[src/rtl/rx_buffer_if.sv]
// Bus bundle between the UART receiver / CPU side and the receive frame buffer.
// The master drives bytes, reads and clears; the slave (rx_buffer) reports data and status.
interface rx_buffer_if #(
    parameter int DATA_W = 8,
    parameter int AW     = 2
);
    logic              rx_done;
    logic [DATA_W-1:0] rx_data;
    logic              rd;
    logic [AW-1:0]     address;
    logic              clr;
    logic [DATA_W-1:0] r_data;
    logic              r_valid;
    logic              full;
    logic [AW:0]       count;
    logic              overrun;

    modport master (
        output rx_done, rx_data, rd, address, clr,
        input  r_data, r_valid, full, count, overrun
    );

    modport slave (
        input  rx_done, rx_data, rd, address, clr,
        output r_data, r_valid, full, count, overrun
    );
endinterface

[src/rtl/rx_buffer.sv]
// Receive-side frame buffer: collects DEPTH bytes from the UART receiver, flags a ready
// frame with full, serves registered CPU reads by address, and is released by clr.
module rx_buffer #(
    parameter int DEPTH  = 4,
    parameter int DATA_W = 8,
    parameter int AW     = 2
) (
    input logic        clk,
    input logic        rst_n,
    rx_buffer_if.slave bus
);
    typedef enum logic {FILL, FULL} state_t;

    localparam logic [AW:0] DEPTH_C = (AW+1)'(DEPTH);

    state_t            state, state_next;
    logic [AW-1:0]     w_ptr, w_ptr_next;
    logic [AW:0]       count, count_next;
    logic              overrun, overrun_next;
    logic              full;
    logic              wr_en;
    logic [AW-1:0]     wr_addr;
    logic [DATA_W-1:0] mem [DEPTH];
    logic [DATA_W-1:0] r_data;
    logic              r_valid;

    always_ff @(posedge clk or negedge rst_n) begin
        if (!rst_n) state <= FILL;
        else        state <= state_next;
    end

    // NOTE: every output of this block gets a default first, so no path leaves one unassigned (no latch).
    always_comb begin
        state_next   = state;
        w_ptr_next   = w_ptr;
        count_next   = count;
        overrun_next = overrun;
        wr_en        = 1'b0;
        wr_addr      = w_ptr;
        if (bus.clr) begin
            // Clear wins, but a byte arriving on the same edge still lands at entry 0.
            state_next   = FILL;
            w_ptr_next   = '0;
            count_next   = '0;
            overrun_next = 1'b0;
            if (bus.rx_done) begin
                wr_en      = 1'b1;
                wr_addr    = '0;
                w_ptr_next = AW'(1);
                count_next = (AW+1)'(1);
            end
        end else begin
            case (state)
                FILL: begin
                    if (bus.rx_done) begin
                        wr_en      = 1'b1;
                        w_ptr_next = w_ptr + AW'(1);
                        count_next = count + (AW+1)'(1);
                        if (count_next == DEPTH_C) state_next = FULL;
                    end
                end
                FULL: begin
                    if (bus.rx_done) overrun_next = 1'b1;
                end
                default: state_next = FILL;
            endcase
        end
    end

    // NOTE: sequential state uses non-blocking assignments so reads below see pre-edge count and contents.
    always_ff @(posedge clk or negedge rst_n) begin
        if (!rst_n) begin
            w_ptr   <= '0;
            count   <= '0;
            overrun <= 1'b0;
            full    <= 1'b0;
            r_data  <= '0;
            r_valid <= 1'b0;
            // NOTE: the entries are reset too, so a read of any slot after reset is deterministic.
            for (int i = 0; i < DEPTH; i++) mem[i] <= '0;
        end else begin
            w_ptr   <= w_ptr_next;
            count   <= count_next;
            overrun <= overrun_next;
            full    <= (state_next == FULL);
            r_valid <= bus.rd;
            if (bus.rd) begin
                if ({1'b0, bus.address} < count) r_data <= mem[bus.address];
                else                             r_data <= '0;
            end
            if (wr_en) mem[wr_addr] <= bus.rx_data;
        end
    end

    assign bus.r_data  = r_data;
    assign bus.r_valid = r_valid;
    assign bus.full    = full;
    assign bus.count   = count;
    assign bus.overrun = overrun;
endmodule

[src/flat_wrapper.sv]
// flat-port wrapper written by rule: the top's interface ports become plain ports
module rx_buffer_flat 
#(
    parameter int DEPTH  = 4,
    parameter int DATA_W = 8,
    parameter int AW     = 2
)
  (clk, rst_n, bus_rx_done, bus_rx_data, bus_rd, bus_address, bus_clr, bus_r_data, bus_r_valid, bus_full, bus_count, bus_overrun);
  rx_buffer_if #(.DATA_W(DATA_W), .AW(AW)) bus_i ();
  input logic clk;
  input logic rst_n;
  input wire logic [$bits(bus_i.rx_done)-1:0] bus_rx_done;
  input wire logic [$bits(bus_i.rx_data)-1:0] bus_rx_data;
  input wire logic [$bits(bus_i.rd)-1:0] bus_rd;
  input wire logic [$bits(bus_i.address)-1:0] bus_address;
  input wire logic [$bits(bus_i.clr)-1:0] bus_clr;
  output wire logic [$bits(bus_i.r_data)-1:0] bus_r_data;
  output wire logic [$bits(bus_i.r_valid)-1:0] bus_r_valid;
  output wire logic [$bits(bus_i.full)-1:0] bus_full;
  output wire logic [$bits(bus_i.count)-1:0] bus_count;
  output wire logic [$bits(bus_i.overrun)-1:0] bus_overrun;
  assign bus_i.rx_done = bus_rx_done;
  assign bus_i.rx_data = bus_rx_data;
  assign bus_i.rd = bus_rd;
  assign bus_i.address = bus_address;
  assign bus_i.clr = bus_clr;
  assign bus_r_data = bus_i.r_data;
  assign bus_r_valid = bus_i.r_valid;
  assign bus_full = bus_i.full;
  assign bus_count = bus_i.count;
  assign bus_overrun = bus_i.overrun;
  rx_buffer #(.DEPTH(DEPTH), .DATA_W(DATA_W), .AW(AW)) u_core (.clk(clk), .rst_n(rst_n), .bus(bus_i));
endmodule
[config.mk]
export PLATFORM = sky130hd
export DESIGN_NAME = rx_buffer_flat
export DESIGN_NICKNAME = d
export VERILOG_FILES = /design/src/rtl/rx_buffer_if.sv /design/src/rtl/rx_buffer.sv /design/src/flat_wrapper.sv
export SDC_FILE = /design/constraint.sdc
export NUM_CORES = 1
export LEC_CHECK = 0
export CORE_MARGIN = 4
export CORE_UTILIZATION = 55
export CTS_CLUSTER_DIAMETER = 50
export DETAILED_ROUTE_END_ITERATION = 7
export PLACE_DENSITY = 0.8
export SETUP_SLACK_MARGIN = 0.3
export SYNTH_ARGS = -nofsm -noshare
export SYNTH_HDL_FRONTEND = slang
export SYNTH_SLANG_ARGS = --single-unit
[constraint.sdc]
create_clock -name clk -period 3.7 [get_ports clk]
set_input_delay 1.11 -clock clk [delete_from_list [all_inputs] [get_ports clk]]
set_output_delay 1.11 -clock clk [all_outputs]
set_load 0.005 [all_outputs]
==> After elaboration in Yosys (flattened, before gate mapping) <==
Index checks and enable logic that the tools add are counted.
{ "word_totals": {"ff_bits": 48, "latchBits": 0, "ramBits": 0, "romBits": 0, "in_bits": 15, "output_inout_bits": 14, "mem_count": 0} }
{ "op_classes": {"addsub": 2, "mul": 0, "div": 0, "n_lt_le_gt_ge": 4, "n_eq_ne": 2, "shifts": 0, "mux": 27, "bitwise": 2, "n_reduce_logical": 5} }
{ "op_table": {"columns": ["op", "n"], "rows": [
  ["$bwmux W32", 1],
  ["$mux W8", 4],
  ["$bmux W8 S2", 1],
  ["$demux W8 S2", 1],
  ["$mux W1", 12],
  ["$mux W2", 5],
  ["$mux W3", 3],
  ["$ge A3 B3 Y1 const B", 2],
  ["$not A2 Y3", 2],
  ["$reduce_and A2 Y1", 2],
  ["$reduce_bool A2 Y1", 2],
  ["$add A3 B1 Y3 const B", 1],
  ["$eq A3 B3 Y1 const B", 1],
  ["$lt A2 B3 Y1", 1],
  ["$lt A3 B1 Y1 const B", 1],
  ["$add A2 B1 Y2 const B", 1],
  ["$ne A2 B2 Y1 const B", 1],
  ["$logic_and A1 B1 Y1", 1]
]} }

==> Longest topological paths before layout <==
{ "logic_depth": {"depth_word": 8, "depth_mapped": 5, "depth_no_buf": 5} }

==> Worst setup path before layout <==
Ideal clock, no wire load.
{ "synth_path": {"kind": "input port to flip-flop", "from": "input port bus_rx_done", "to": "register u_core.mem[10] (netlist name)", "setup_ns": 0.125, "arrival_ns": 2.166, "required_ns": 3.575, "path_slack_ns": 1.409, "stages": 4, "cell_sequence": "buf_2 > and2b_1 > nor3b_4 > mux2_2"} }
{ "synth_via": {"elab_chain_len": 8, "elab_cells_between_ends": 12, "cone_classes": "order compare (2); mux (8); bitwise (1); reduce/logical (1)"} }
{ "synth_lines": {"columns": ["element", "line", "rtl"], "rows": [
  ["start: declaration", "flat_wrapper.sv:12", "input wire logic [$bits(bus_i.rx_done)-1:0] bus_rx_done;"],
  ["$mux W2", "rx_buffer.sv:46", "if (bus.rx_done) begin"],
  ["$mux W2", "rx_buffer.sv:40", "if (bus.clr) begin"],
  ["$not A2 Y3 (implied by the code)", "rx_buffer.sv:91", "if (wr_en) mem[wr_addr] <= bus.rx_data;"],
  ["$ge A3 B3 Y1 (implied by the code) or $lt A3 B1 Y1 (tied branches)", "rx_buffer.sv:91", null],
  ["$logic_and A1 B1 Y1 (implied by the code)", "rx_buffer.sv:91", null],
  ["$mux W8 (implied by the code)", "rx_buffer.sv:91", null],
  ["$demux W8 S2", "rx_buffer.sv:91", null],
  ["$bwmux W32", "rx_buffer.sv:91", null],
  ["end signal: indexed assignment", "rx_buffer.sv:91", null],
  ["end: declaration", "rx_buffer.sv:23", "logic [DATA_W-1:0] mem [DEPTH];"]
]} }
Several ways; a longest one is shown, not always the timed one.
A chain may end at the register's enable or synchronous reset.

==> Worst setup path after layout <==
{ "layout_path": {"from": "input port bus_address[0]", "to": "register u_core.r_data[5], in the netlist u_core.bus.r_data[5]"} }
{ "layout_via": {"elab_chain_len": 5, "elab_cells_between_ends": 6, "cone_classes": "order compare (1); mux (4); bitwise (1)"} }
{ "layout_lines": {"columns": ["element", "line", "rtl"], "rows": [
  ["start: declaration", "flat_wrapper.sv:15", "input wire logic [$bits(bus_i.address)-1:0] bus_address;"],
  ["$not A2 Y3 (implied by the code)", "rx_buffer.sv:88", "if ({1'b0, bus.address} < count) r_data <= mem[bus.address];"],
  ["$bmux W8 S2", "rx_buffer.sv:88", null],
  ["$mux W8 (implied by the code) (2 in series)", "rx_buffer.sv:88", null],
  ["$mux W8 (*)", "rx_buffer.sv:88", null],
  ["end signal: assignment", "rx_buffer.sv:88", null],
  ["end: declaration", "rx_buffer.sv:24", "logic [DATA_W-1:0] r_data;"]
]} }
Mark *: on every way between the ends. The rest lies on a longest branch, timed or not. The select of a mux whose other input is x is not followed.

==> results.ini <==
[timing]
rsz0062_at_grt=false
timing.final.max_slew_violations=0
setup-tns-final_ns=0
setup_viol=0
period_needed_ns=2.94
fin_skew_ns=0.00586
slew-limit-headroom=0.312
hold_viol=0
fin_ws_ns=0.756
clock.fmax_ghz=0.340
worst_pin_slew_ns=1.03
fin_crit_sh=0.796

[cells_and_area]
seq_area_um2=1200
drive_above_1_share=0.295
final_cells=231
fin_nets=200
final_area_um2=2570
fill_cells=294
n_antenna_cell=0
area_delta_synth_final_pct=18.0
multi_input_comb_area_um2=873
utilization=0.687

[grt]
grt-ovfl-total=0
antenna_found_initial=0
track_usage=0.184
grt_start_max_net_pins=49
grt_pass1_wl_mm=6.94
grt_pass1_vias=1400

[floorplanning]
core_area_um2=3740
start_util=0.582
die_width_um=71.0
design.die.area_um2=5030
fp.dieH_um=71.0
ioPinCount=29
fp-row-count=22

[synth]
synth-seq-area-share=0.551
avgSynthCellArea_um2=14.2
yosysWarnings=0
synth_edf_count=0
synth_nets=171
netlist_area_um2=2180
synthArstFlopShare=1.00
ys_ff_latch=48
synthDistinctLibCells=31
synth_ff_type=dfrtp_1
netlist_instances=153

[setup_path]
path_cells=clkdlybuf4s50_1 > nor2b_1 > o221ai_1 > o22ai_1
worst_ep_arrival_time_ns=3.07
r2r_start=u_core.bus.count[1]
start_kind=input port
r2r-end=u_core.bus.r_data[5]
cp_data_required_time_ns=3.82
end_kind=register
critPathMaxStageDelay_ns=0.86
crit_type=input port to register
reg2reg_depth=5
crit_fanout=9
crit_slowest_cell=clkdlybuf4s50_1
rrSetupSlack_ns=1.76

[clocking]
cts_sinks=48
clk_latency_ns=0.30
tritoncts=done
cts_buffers=5
cts_buffer_depth=2
ctsRootBufferMaster=clkbuf_8
h-tree-depth=2
cts.reportedPaths.clkPinSlew_ns=0.09
post-cts-setup-buffers=0
cts.repair.resized=0
hold_buffers=0

[detailed_routing]
first_iter_violations=67
route.detailed.drc=0
postRouteAntennaNets=0
via_count=1302
drt-vias-per-instance=5.64
wire_per_inst_um=18.1
routed_wl_mm=4.18
dr.pass1.iters=6

[worst_hold_path]
holdPathEnd=u_core.bus.overrun
min-delay-start=u_core.bus.overrun
hold_path_class=register to register
whs_path_depth=2

[power]
leakagePower_nw=1.16
powerDensity_nw_per_um2=514
worst_ir_drop_vdd_uv=314

[placed_design]
place_congestion=0.784
dpl_cell_area_um2=2480
post-dp-hpwl_mm=2.97
dp.cells=223
place_ws_ns=0.390
numPortBuffers=28

[flow_run]
maxCapViolCount=0

[status]
outcome=finished clean

[final cells by class]
type / instances / area share
tap: 48 / 0.0233
clock inverter: 3 / 0.00730
inverter: 18 / 0.0263
multi-input combinational: 80 / 0.339
sequential: 48 / 0.467
clock buffer: 5 / 0.0268
timing repair buffer: 29 / 0.110
[cell usage after synthesis, types with 3 or more instances]
master | n | area, um2
dfrtp_1 | 48 | 1200
mux2_2 | 24 | 270
inv_1 | 18 | 67.6
mux2_4 | 8 | 120
mux4_2 | 8 | 180
o22ai_1 | 8 | 50.1
nor2_1 | 5 | 18.8
buf_2 | 3 | 15.0
ha_1 | 3 | 37.5
xor2_1 | 3 | 26.3
[flip-flops by register name, indices dropped and copies added, names as in the netlist]
register and count:
u_core.w_ptr 2, u_core.bus.count 3, u_core.bus.r_data 8, u_core.bus.r_valid 1, u_core.state 1, u_core.mem 32, u_core.bus.overrun 1
[stage by stage]
step	total power (W)	hold WS, ns
after floorplan	0.000912	0.475
after global placement	0.00101	0.485
after detailed placement	0.00103	0.484
after CTS	0.00134	0.506
after global routing	0.00139	0.517
final	0.00132	0.503
[power breakdown]
part	total (W)	internal (W)	switching [W]
Clock	0.000304	0.000132	0.000172
Sequential	0.000717	0.000644	0.0000734
Combinational	0.000302	0.000199	0.000103
Total	0.00132	0.000975	0.000348
[critical path, delay by kind of cell]
family	cells	cell delay, ns
buf+inv	1	0.86
simple gates	1	0.10
compound gates	2	0.99
[layer usage]
metal	track usage	up-vias	share of wire
li1	-	597	-
met1	0.226	665	0.42
met2	0.306	36	0.53
met3	0.0469	4	0.043
met4	0.0814	0	0.0098
met5	0	-	0
[kinds of logic (layout without fill, tap and decap cells)]
kind of cell	count (synthesis)	after routing	share of synthesized area
flip-flops	48	48	0.551
XOR/XNOR	3	3	0.0121
buffers and inverters	25	55	0.0482
AO/OA/AOI/OAI	17	17	0.0534
adder cells (fa/ha/maj)	3	3	0.0172
AND/OR/NAND/NOR	16	16	0.0517
multiplexers	41	41	0.266
[worst max path at each step]
stage / from / endpoint / slack [ns] / cells past startpoint
6_report: bus_address[0] / u_core.bus.r_data[5] / 0.76 / 4
5_1_grt: bus_address[0] / u_core.bus.r_data[5] / 0.55 / 4
4_1_cts: bus_address[0] / u_core.bus.r_data[5] / 0.70 / 4
3_5_place_dp: bus_address[0] / u_core.bus.r_data[5] / 0.39 / 4
3_3_place_gp: bus_address[0] / u_core.bus.r_data[6] / 0.48 / 4
2_1_floorplan: bus_rx_done / u_core.mem[10] / 1.41 / 4
[placed cells by master, fill, tap and decap left out, types with 2 or more instances in the layout]
cell	count
xor2_1	3
o21bai_1	2
mux4_2	8
dfrtp_1	48
nor2_1	5
clkdlybuf4s50_1	27
mux2_2	24
o22ai_1	8
mux2_4	8
clkinv_2	2
clkbuf_8	5
ha_1	3
nand2b_1	2
a22o_1	2
inv_1	18
Power figures use the tool's default switching activity.
